--- config.mk ---
export PLATFORM = sky130hd
export DESIGN_NAME = pwm_sched_flat
export DESIGN_NICKNAME = d
export VERILOG_FILES = /design/src/rtl/pwm_sched_pkg.sv /design/src/rtl/pwm_sched_if.sv /design/src/rtl/pwm_sched_credit_ctr.sv /design/src/rtl/pwm_sched.sv /design/src/flat_wrapper.sv
export SDC_FILE = /design/constraint.sdc
export NUM_CORES = 1
export LEC_CHECK = 0
export BUFFER_PORTS_ARGS = -buffer_cell sky130_fd_sc_hd__buf_2
export CELL_PAD_IN_SITES_DETAIL_PLACEMENT = 1
export CELL_PAD_IN_SITES_GLOBAL_PLACEMENT = 1
export CORE_MARGIN = 1.5
export CORE_UTILIZATION = 41
export CTS_BUF_LIST = sky130_fd_sc_hd__clkbuf_16
export DETAILED_ROUTE_END_ITERATION = 16
export PLACE_DENSITY = 0.84
export RECOVER_POWER = 100
export SLEW_MARGIN = 10
export SYNTH_ARGS = -nofsm -noshare
export SYNTH_HDL_FRONTEND = slang
export SYNTH_HIERARCHICAL = 1
export SYNTH_SLANG_ARGS = --single-unit
--- constraint.sdc ---
create_clock -name clk -period 1.8 [get_ports clk]
set_input_delay 0.36 -clock clk [delete_from_list [all_inputs] [get_ports clk]]
set_output_delay 0.36 -clock clk [all_outputs]
set_load 0.1 [all_outputs]
--- src/rtl/pwm_sched_pkg.sv ---
// Shared types and constants for the PWM compute sequencer.
package pwm_sched_pkg;

  localparam int FIFO_DEPTH_DEF     = 512;  // output FIFO capacity in 64-bit beats
  localparam int BEATS_PER_POLY_DEF = 128;  // 256 coeffs, 2 per beat
  localparam int CRED_W_DEF         = 10;   // must hold FIFO_DEPTH
  localparam int BEAT_W             = 11;   // holds 15 * 128 = 1920

  typedef enum logic [2:0] {
    ST_IDLE  = 3'd0,
    ST_START = 3'd1,
    ST_RUN   = 3'd2,
    ST_DRAIN = 3'd3,
    ST_FIN   = 3'd4
  } state_t;

  // Number of output beats a full row produces.
  function automatic logic [BEAT_W-1:0] row_beats(input logic [3:0] cols,
                                                  input int beats_per_poly);
    return BEAT_W'(int'(cols) * beats_per_poly);
  endfunction

endpackage

--- src/rtl/pwm_sched_if.sv ---
// Job command handshake between a host and the PWM sequencer.
interface pwm_sched_if;
  logic       cmd_valid;
  logic       cmd_ready;
  logic [3:0] cmd_rows;
  logic [3:0] cmd_cols;

  modport master (output cmd_valid, output cmd_rows, output cmd_cols, input cmd_ready);
  modport slave  (input cmd_valid, input cmd_rows, input cmd_cols, output cmd_ready);
endinterface

--- src/rtl/pwm_sched_credit_ctr.sv ---
// Free-slot credit counter for the output FIFO. Starts full, one credit is
// consumed per datapath input read and returned per downstream pop. A pop
// with the counter already full saturates and flags an overflow pulse.
module pwm_sched_credit_ctr
  import pwm_sched_pkg::*;
#(
  parameter int FIFO_DEPTH = FIFO_DEPTH_DEF,
  parameter int CRED_W     = CRED_W_DEF
) (
  input  logic clk,
  input  logic rst,
  input  logic dec,
  input  logic inc,
  output logic empty,
  output logic ovf
);

  localparam logic [CRED_W-1:0] FULL = CRED_W'(FIFO_DEPTH);

  logic [CRED_W-1:0] credits_reg;
  logic              ovf_reg;

  // Credit update; simultaneous inc and dec cancel out.
  always_ff @(posedge clk or posedge rst) begin
    if (rst) begin
      credits_reg <= FULL;
      ovf_reg     <= 1'b0;
    end else begin
      ovf_reg <= 1'b0;
      case ({inc, dec})
        2'b10: begin
          if (credits_reg == FULL) ovf_reg <= 1'b1;
          else                     credits_reg <= credits_reg + CRED_W'(1);
        end
        2'b01: begin
          // The read gate keeps this from happening at zero; guard anyway.
          if (credits_reg != '0) credits_reg <= credits_reg - CRED_W'(1);
        end
        default: ;
      endcase
    end
  end

  assign empty = (credits_reg == '0);
  assign ovf   = ovf_reg;

endmodule

--- src/rtl/pwm_sched.sv ---
// Sequencer for the pointwise-multiply datapath: runs a rows x cols job one
// row at a time, gates datapath reads with output-FIFO credits (the datapath
// ignores backpressure) and waits for every output beat before the next row.
module pwm_sched
  import pwm_sched_pkg::*;
#(
  parameter int FIFO_DEPTH     = FIFO_DEPTH_DEF,
  parameter int BEATS_PER_POLY = BEATS_PER_POLY_DEF,
  parameter int CRED_W         = CRED_W_DEF
) (
  input  logic        clk,
  input  logic        rst,
  pwm_sched_if.slave  cmd,
  input  logic        abort,
  output logic        compute_start,
  output logic        compu_working,
  output logic [3:0]  column_length,
  input  logic        compute_done,
  input  logic        ram_read,
  input  logic        out_beat,
  input  logic        fifo_pop,
  output logic [3:0]  row_idx,
  output logic        busy,
  output logic        job_done,
  output logic        err
);

  state_t              state_reg;
  logic [3:0]          rows_reg;
  logic [3:0]          cols_reg;
  logic [3:0]          row_idx_reg;
  logic [BEAT_W-1:0]   beat_cnt_reg;
  logic                start_reg;
  logic                done_reg;
  logic                cmd_err_reg;

  logic                cred_empty;
  logic                cred_ovf;
  logic [BEAT_W-1:0]   beats_target;
  logic                last_row;
  logic                in_job;

  pwm_sched_credit_ctr #(
    .FIFO_DEPTH (FIFO_DEPTH),
    .CRED_W     (CRED_W)
  ) u_credit (
    .clk   (clk),
    .rst   (rst),
    .dec   (ram_read),
    .inc   (fifo_pop),
    .empty (cred_empty),
    .ovf   (cred_ovf)
  );

  assign beats_target = row_beats(cols_reg, BEATS_PER_POLY);
  assign last_row     = (row_idx_reg == rows_reg - 4'd1);
  assign in_job       = (state_reg != ST_IDLE);

  // Job FSM with row/beat counters and registered pulse outputs.
  always_ff @(posedge clk or posedge rst) begin
    if (rst) begin
      state_reg    <= ST_IDLE;
      rows_reg     <= '0;
      cols_reg     <= '0;
      row_idx_reg  <= '0;
      beat_cnt_reg <= '0;
      start_reg    <= 1'b0;
      done_reg     <= 1'b0;
      cmd_err_reg  <= 1'b0;
    end else begin
      start_reg   <= 1'b0;
      done_reg    <= 1'b0;
      cmd_err_reg <= 1'b0;

      // Output beats count only while a row is in flight; saturate, never wrap.
      if ((state_reg == ST_RUN || state_reg == ST_DRAIN) && out_beat && beat_cnt_reg != '1)
        beat_cnt_reg <= beat_cnt_reg + BEAT_W'(1);

      if (abort && in_job) begin
        // Credits are left alone: in-flight beats still land in the FIFO.
        state_reg <= ST_IDLE;
      end else begin
        case (state_reg)
          ST_IDLE: begin
            if (cmd.cmd_valid) begin
              if (cmd.cmd_rows == 4'd0 || cmd.cmd_cols == 4'd0) begin
                cmd_err_reg <= 1'b1;
              end else begin
                rows_reg    <= cmd.cmd_rows;
                cols_reg    <= cmd.cmd_cols;
                row_idx_reg <= '0;
                start_reg   <= 1'b1;
                state_reg   <= ST_START;
              end
            end
          end
          ST_START: begin
            beat_cnt_reg <= '0;
            state_reg    <= ST_RUN;
          end
          ST_RUN: begin
            if (compute_done) state_reg <= ST_DRAIN;
          end
          ST_DRAIN: begin
            if (beat_cnt_reg == beats_target) begin
              if (last_row) begin
                done_reg  <= 1'b1;
                state_reg <= ST_FIN;
              end else begin
                row_idx_reg <= row_idx_reg + 4'd1;
                start_reg   <= 1'b1;
                state_reg   <= ST_START;
              end
            end
          end
          ST_FIN: begin
            state_reg <= ST_IDLE;
          end
          default: begin
            state_reg <= ST_IDLE;
          end
        endcase
      end
    end
  end

  // Abort suppresses pulses and the read gate in the cycle it is seen.
  assign compute_start = start_reg & ~abort;
  assign job_done      = done_reg & ~abort;
  assign compu_working = (state_reg == ST_RUN) & ~cred_empty & ~abort;
  assign column_length = cols_reg;
  assign row_idx       = row_idx_reg;
  assign busy          = in_job;
  assign err           = cmd_err_reg | cred_ovf;
  assign cmd.cmd_ready = ~in_job;

endmodule

--- src/flat_wrapper.sv ---
// flat-port wrapper written by rule: the top's interface ports become plain ports
module pwm_sched_flat import pwm_sched_pkg::*;
#(
  parameter int FIFO_DEPTH     = FIFO_DEPTH_DEF,
  parameter int BEATS_PER_POLY = BEATS_PER_POLY_DEF,
  parameter int CRED_W         = CRED_W_DEF
)
  (clk, rst, abort, compute_start, compu_working, column_length, compute_done, ram_read, out_beat, fifo_pop, row_idx, busy, job_done, err, cmd_cmd_valid, cmd_cmd_rows, cmd_cmd_cols, cmd_cmd_ready);
  pwm_sched_if cmd_i ();
  input  logic clk;
  input  logic rst;
  input  logic abort;
  output logic compute_start;
  output logic compu_working;
  output logic [3:0] column_length;
  input  logic compute_done;
  input  logic ram_read;
  input  logic out_beat;
  input  logic fifo_pop;
  output logic [3:0] row_idx;
  output logic busy;
  output logic job_done;
  output logic err;
  input wire logic [$bits(cmd_i.cmd_valid)-1:0] cmd_cmd_valid;
  input wire logic [$bits(cmd_i.cmd_rows)-1:0] cmd_cmd_rows;
  input wire logic [$bits(cmd_i.cmd_cols)-1:0] cmd_cmd_cols;
  output wire logic [$bits(cmd_i.cmd_ready)-1:0] cmd_cmd_ready;
  assign cmd_i.cmd_valid = cmd_cmd_valid;
  assign cmd_i.cmd_rows = cmd_cmd_rows;
  assign cmd_i.cmd_cols = cmd_cmd_cols;
  assign cmd_cmd_ready = cmd_i.cmd_ready;
  pwm_sched #(.FIFO_DEPTH(FIFO_DEPTH), .BEATS_PER_POLY(BEATS_PER_POLY), .CRED_W(CRED_W)) u_core (.clk(clk), .rst(rst), .cmd(cmd_i), .abort(abort), .compute_start(compute_start), .compu_working(compu_working), .column_length(column_length), .compute_done(compute_done), .ram_read(ram_read), .out_beat(out_beat), .fifo_pop(fifo_pop), .row_idx(row_idx), .busy(busy), .job_done(job_done), .err(err));
endmodule
Word level (Yosys, flattened, before mapping)
Index checks and enable logic that the tools add are counted. W data, S select, Z words.

Register bits after elaboration: 40. Latch bits: 0. Bits in writable memories: 0. ROM bits: 0. Input bits: 16. Word-level logic and storage cells: 95. Memories: 0.

Add/sub/neg operators: 5. Multiply operators: 0. Divide/modulo/power cells: 0. Order comparisons: 0. Equality and inequality tests: 19. Shift-type cells: 0. Multiplexer cells: 34. Bitwise logic cells: 10. Reduce and logical (&&, ||, !) cells: 17.

Operator list (count): $mux W11 (3); $mux W10 (2); $pmux W10 S2 (1); $mux W3 (6); $mux W4 (4); $mux W1 (15); $ne A2 B2 Y1 const B (6); $pmux W3 S4 (1); $add A11 B1 Y11 const B (1); $eq A11 B11 Y1 (1); $ne A11 B11 Y1 const B (1); $add A10 B1 Y10 const B (1); $eq A10 B10 Y1 const B (1); $logic_not A10 Y1 (1); $reduce_bool A10 Y1 (1); $sub A10 B1 Y10 const B (1); $ne A3 B2 Y1 const B (3); $logic_not A4 Y1 (2); $pmux W4 S2 (1); $reduce_and A4 Y1 (2); $eq A3 B2 Y1 const B (2); $reduce_and A6 Y1 (1); $not A1 Y1 (5); $add A4 B1 Y4 const B (1); other kinds (15) (22).

Longest topological paths before layout
Word-level depth: 7. Mapped depth: 7. Depth with buffers taken out: 7.

Modules after synthesis
The synthesis kept the hierarchy.

Modules (own cells, without submodules): pwm_sched (times used 1, cells each 159, area an instance 1639.1 um2, sequential area each 725.7 um2); pwm_sched_credit_ctr (times used 1, cells each 77, area an instance 733.2 um2, sequential area each 276.5 um2).

Worst setup path after synthesis
OpenSTA, ideal clock, no wires.

Path type: reg2out. Start point: register u_core.state_reg[1]. End point: output compu_working. Arrival time: 2951 ps. Required time: 1440 ps. Setup slack: -1511 ps. Cell stages (with the launch flop): 4. Path buffers: 1. Cell sequence: dfrtp_1 > buf_2 > nor3b_1 > nor3b_1.

Cells in the longest elaborated chain, start to end: 3.

Ends and longest elaborated chain: start: declaration (line pwm_sched.sv:28) `state_t state_reg;`; start signal: assignment (line pwm_sched.sv:62) `state_reg <= ST_IDLE;`; start signal: assignment (line pwm_sched.sv:81) `state_reg <= ST_IDLE;`; start signal: assignment (line pwm_sched.sv:93) `state_reg <= ST_START;`; $eq A3 B2 Y1 (line pwm_sched.sv:130) `assign compu_working = (state_reg == ST_RUN) & ~cred_empty & ~abort;`; $and A1 B1 Y1 (2 in series) (line pwm_sched.sv:130); end: declaration (line flat_wrapper.sv:14) `output logic compu_working;`.

Every way passes these cells.

Worst setup path after layout
Start point: register u_core.beat_cnt_reg[1]. End point: register u_core.row_idx_reg[2] (netlist: u_core/row_idx[2]).

Cells in the longest elaborated chain, start to end: 3.

Ends and longest elaborated chain: start: declaration (line pwm_sched.sv:32) `logic [BEAT_W-1:0] beat_cnt_reg;`; start signal: assignment (line pwm_sched.sv:77) `beat_cnt_reg <= beat_cnt_reg + BEAT_W'(1);`; $eq A11 B11 Y1 (line pwm_sched.sv:105) `if (beat_cnt_reg == beats_target) begin`; $ne A2 B2 Y1 (no line); $reduce_and A6 Y1 (no line); end signal: assignment (line pwm_sched.sv:110) `row_idx_reg <= row_idx_reg + 4'd1;`; end: declaration (line pwm_sched.sv:31) `logic [3:0] row_idx_reg;`.

Every way passes these cells. A chain may end at the register's enable or synchronous reset.

==> summary.md <==
| Metric | Value |
|---|---|
| Floorplan row count | `27` |
| Async SR Flop Fraction | `100%` |
| Aggregate routed wire length | `9.02 mm` |
| Number of antenna violations at the first check in global routing | `0` |
| I/O Buffers | `29` |
| Cts-stage hold buffer count | `0` |
| Number of sinks driven by the clock tree | `40` |
| Kind of critical path | `flip-flop to flip-flop` |
| CP max FO | `2` |
| Cell taking the most area after synthesis | `dfrtp_1` |
| Maximum level of the CTS H-tree | `2` |
| Via count of the first global-routing pass | `2564` |
| Tmin final | `2.16 ns` |
| Arrival time of the worst setup path | `2.38 ns` |
| Iter 0 DRT Violations | `161` |
| Register area share after synthesis | `42.2%` |
| Class of the tightest hold or removal check | `input port to async pin` |
| Final Slew Violations | `0` |
| Remaining global-route overflow | `0` |
| Clock latency on the worst-skew pair | `0.29 ns` |
| Post-Layout Inst Area | `3520 sq um` |
| Overall global routing resource usage | `29.0%` |
| Full die area | `6250 sq um` |
| Via count of the routed design | `2364` |
| Cell area after synthesis | `2370 sq um` |
| Non-filler instance count after layout | `405` |
| Number of synthesized register bits | `40` |
| Cell count after placement | `387` |
| Largest net degree at the start of global routing | `30` |
| Max frequency | `0.463 GHz` |
| Post-DP HPWL | `5.61 mm` |
| Power per cell area | `1620 nW/um^2` |
| Cell area after placement | `3130 sq um` |
| Leakage power | `1.61 nW` |
| Worst slew margin relative to its limit | `47.2%` |
| First-pass GRT wire length | `13.6 mm` |
| Post-layout worst setup margin | `-0.361 ns` |
| Final hold violation count | `0` |
| Weighted congestion reported at the end of routability-driven placement | `0.920` |
| Starting utilization of the core area | `42.8%` |
| Final net count | `353` |
| Violated checks | `negative setup slack` |
| Proportion of netlist area held by the largest area contributor | `41.1%` |
| Number of warnings printed during yosys synthesis | `6` |
| I/O pins | `30` |
| Clock tree from TritonCTS | `yes` |
| Die boundary width | `79.1 um` |
| Result of the run | `complete, but fails checks` |
| Type of origin of the critical path | `flip-flop` |
| Instance count of the mapped netlist | `236` |
| Peak VDD IR | `1.06 mV` |
| Worst Clk Skew | `0.00591 ns` |
| Finish-stage setup viols | `28` |
| Number of buffers added by the clock tree synthesis step | `5` |
| RSZ-0062 raised after global routing | `yes` |
| Required time of the critical path | `2.01 ns` |
| ANT cells | `0` |
| Number of enable-type register cells in the synthesized netlist | `0` |
| Mean area per synthesized cell | `10.1 sq um` |
| Number of fillers in the final layout | `604` |
| Nets in the synthesized netlist | `257` |
| Remaining DRCs | `0` |
| Placeable core region | `5540 sq um` |
| # Max-Cap Violations | `0` |
| Largest cells by area after synthesis | `dfrtp_1, xor2_1, mux2_1, nor2_1, nand3_1` |
| Leading cell types by count after synthesis | `dfrtp_1, nor2_1, xor2_1` |
| Number of detailed-routing iterations run before antenna repair | `4` |
| Maximum number of buffers from clock root to sink | `2` |
| Die Height | `79.1 um` |
| Final core utilization | `63.6%` |
| Detailed-route vias per instance | `5.84` |
| Synth-to-Final Area Change | `48.6%` |
| Endpoint type of the worst setup path | `flip-flop` |
| Number of flip-flops under the largest register name | `11` |
| Most frequent cell after synthesis | `dfrtp_1` |
| Clock root buffer master | `clkbuf_16` |
| Clock slew at reported path FFs | `0.06 ns` |
| Actual transition at the worst max-transition pin | `0.792 ns` |
| Routed wire length per instance | `22.3 um` |
| Post-detailed-route count of antenna-violating nets | `0` |
| Part of the cycle the worst path needs | `120%` |
| Share of post-route cells with drive strength above 1 | `51.1%` |
| Number of distinct library cell variants in the gate-level netlist after synthesis | `54` |
| Most used flip-flop cell after synthesis | `dfrtp_1` |
-- cell usage in the layout (no fill, tap or decap), types with 3 or more instances in the layout --
| cell | Yosys | layout |
|---|---|---|
| xnor2_1 | 6 | 6 |
| nand2_1 | 14 | 13 |
| clkbuf_2 | 0 | 12 |
| buf_12 | 0 | 4 |
| xor2_1 | 20 | 20 |
| nor2_1 | 24 | 21 |
| clkbuf_16 | 0 | 5 |
| and4_1 | 4 | 4 |
| buf_6 | 1 | 4 |
| or4_1 | 4 | 4 |
| o22ai_2 | 0 | 3 |
| nor3_1 | 5 | 4 |
| dfrtp_1 | 39 | 30 |
| mux2_4 | 0 | 8 |
| inv_1 | 10 | 7 |
| dfrtp_2 | 0 | 8 |
| a211oi_2 | 1 | 3 |
| ha_1 | 5 | 3 |
| nand4_1 | 10 | 10 |
| buf_4 | 3 | 60 |
| nand3_1 | 13 | 13 |
| buf_2 | 3 | 14 |
| nor2_4 | 2 | 5 |
-- metrics by stage --
stage	hold slack (ns)	setup WS, ns	setup TNS, ns	total power [mW]
floorplan	0.212	-0.171	-1.33	3.27
global placement	0.395	-0.173	-1.82	4.10
global route	0.136	-0.420	-5.40	5.96
CTS	0.0942	-0.302	-1.40	5.55
detailed placement	0.396	-0.337	-3.96	4.27
finish	0.0835	-0.361	-3.49	5.71
-- kinds of logic (layout without fill, tap and decap cells) --
kind of cell / Yosys count / count (layout) / synth area share (%)
adder cells (fa/ha/maj): 5 / 5 / 2.64
AO/OA/AOI/OAI: 26 / 26 / 8.07
buffers and inverters: 19 / 116 / 3.96
multiplexers: 12 / 12 / 5.59
XOR/XNOR: 27 / 27 / 10.5
AND/OR/NAND/NOR: 107 / 107 / 27.0
flip-flops: 40 / 40 / 42.2
-- final timing paths --
path	to	start	cells after the start	slack [ns]
max in group asynchronous	u_core/row_idx[2]$_DFFE_PP0P_	rst	3	0.91
min in group clk	u_core/column_length[3]$_DFFE_PP0P_	cmd_cmd_cols[3]	2	0.33
worst max register to register	u_core/row_idx[2]$_DFFE_PP0P_	u_core/beat_cnt_reg[1]$_DFF_PP0_	7	-0.36
worst min-delay path	u_core/u_credit/credits_reg[3]$_DFFE_PP0P_	rst	2	0.08
worst min register to register	u_core/row_idx[0]$_DFFE_PP0P_	u_core/row_idx[0]$_DFFE_PP0P_	1	0.55
worst max-delay path	u_core/row_idx[2]$_DFFE_PP0P_	u_core/beat_cnt_reg[1]$_DFF_PP0_	7	-0.36
-- routing by layer --
| layer | global-route usage, % | part of all wire [%] |
|---|---|---|
| met5 | 0 | 0 |
| met4 | 11.8 | 3.7 |
| met3 | 5.98 | 5.0 |
| met2 | 54.0 | 53 |
| met1 | 31.9 | 38 |
-- layout make-up --
| type | instances | area (sq um) | share of cell area, % |
|---|---|---|---|
| clock buffers | 5 | 125 | 3.55 |
| clock inverters | 3 | 13.8 | 0.390 |
| inverters | 10 | 41.3 | 1.17 |
| multi-input cells | 177 | 1510 | 42.8 |
| flip-flops and latches | 40 | 1020 | 28.8 |
| well taps | 72 | 90.1 | 2.56 |
| repair buffers | 98 | 728 | 20.7 |
-- report_power, final --
part           internal [mW]  leakage [nW]  switching (mW)
sequential              1.16         0.501           0.319
clock                  0.504        0.0710           0.358
combinational           1.50          1.04            1.86
-- critical path, cell delays in order, from the launching register on --
cell and delay (ns):
dfrtp_1 0.41, inv_2 0.11, ha_4 0.13, or4b_4 0.48, nor3_4 0.20, o211ai_2 0.15
or4_1 0.50, nand3_1 0.10
-- repair_timing --
item                       in CTS  in global routing
buffers inserted                7                  4
setup endpoints to repair      24                 33
resized for setup              36                 15
pin swaps                       8                  6
No activity file was read; power rests on OpenSTA's default activity.
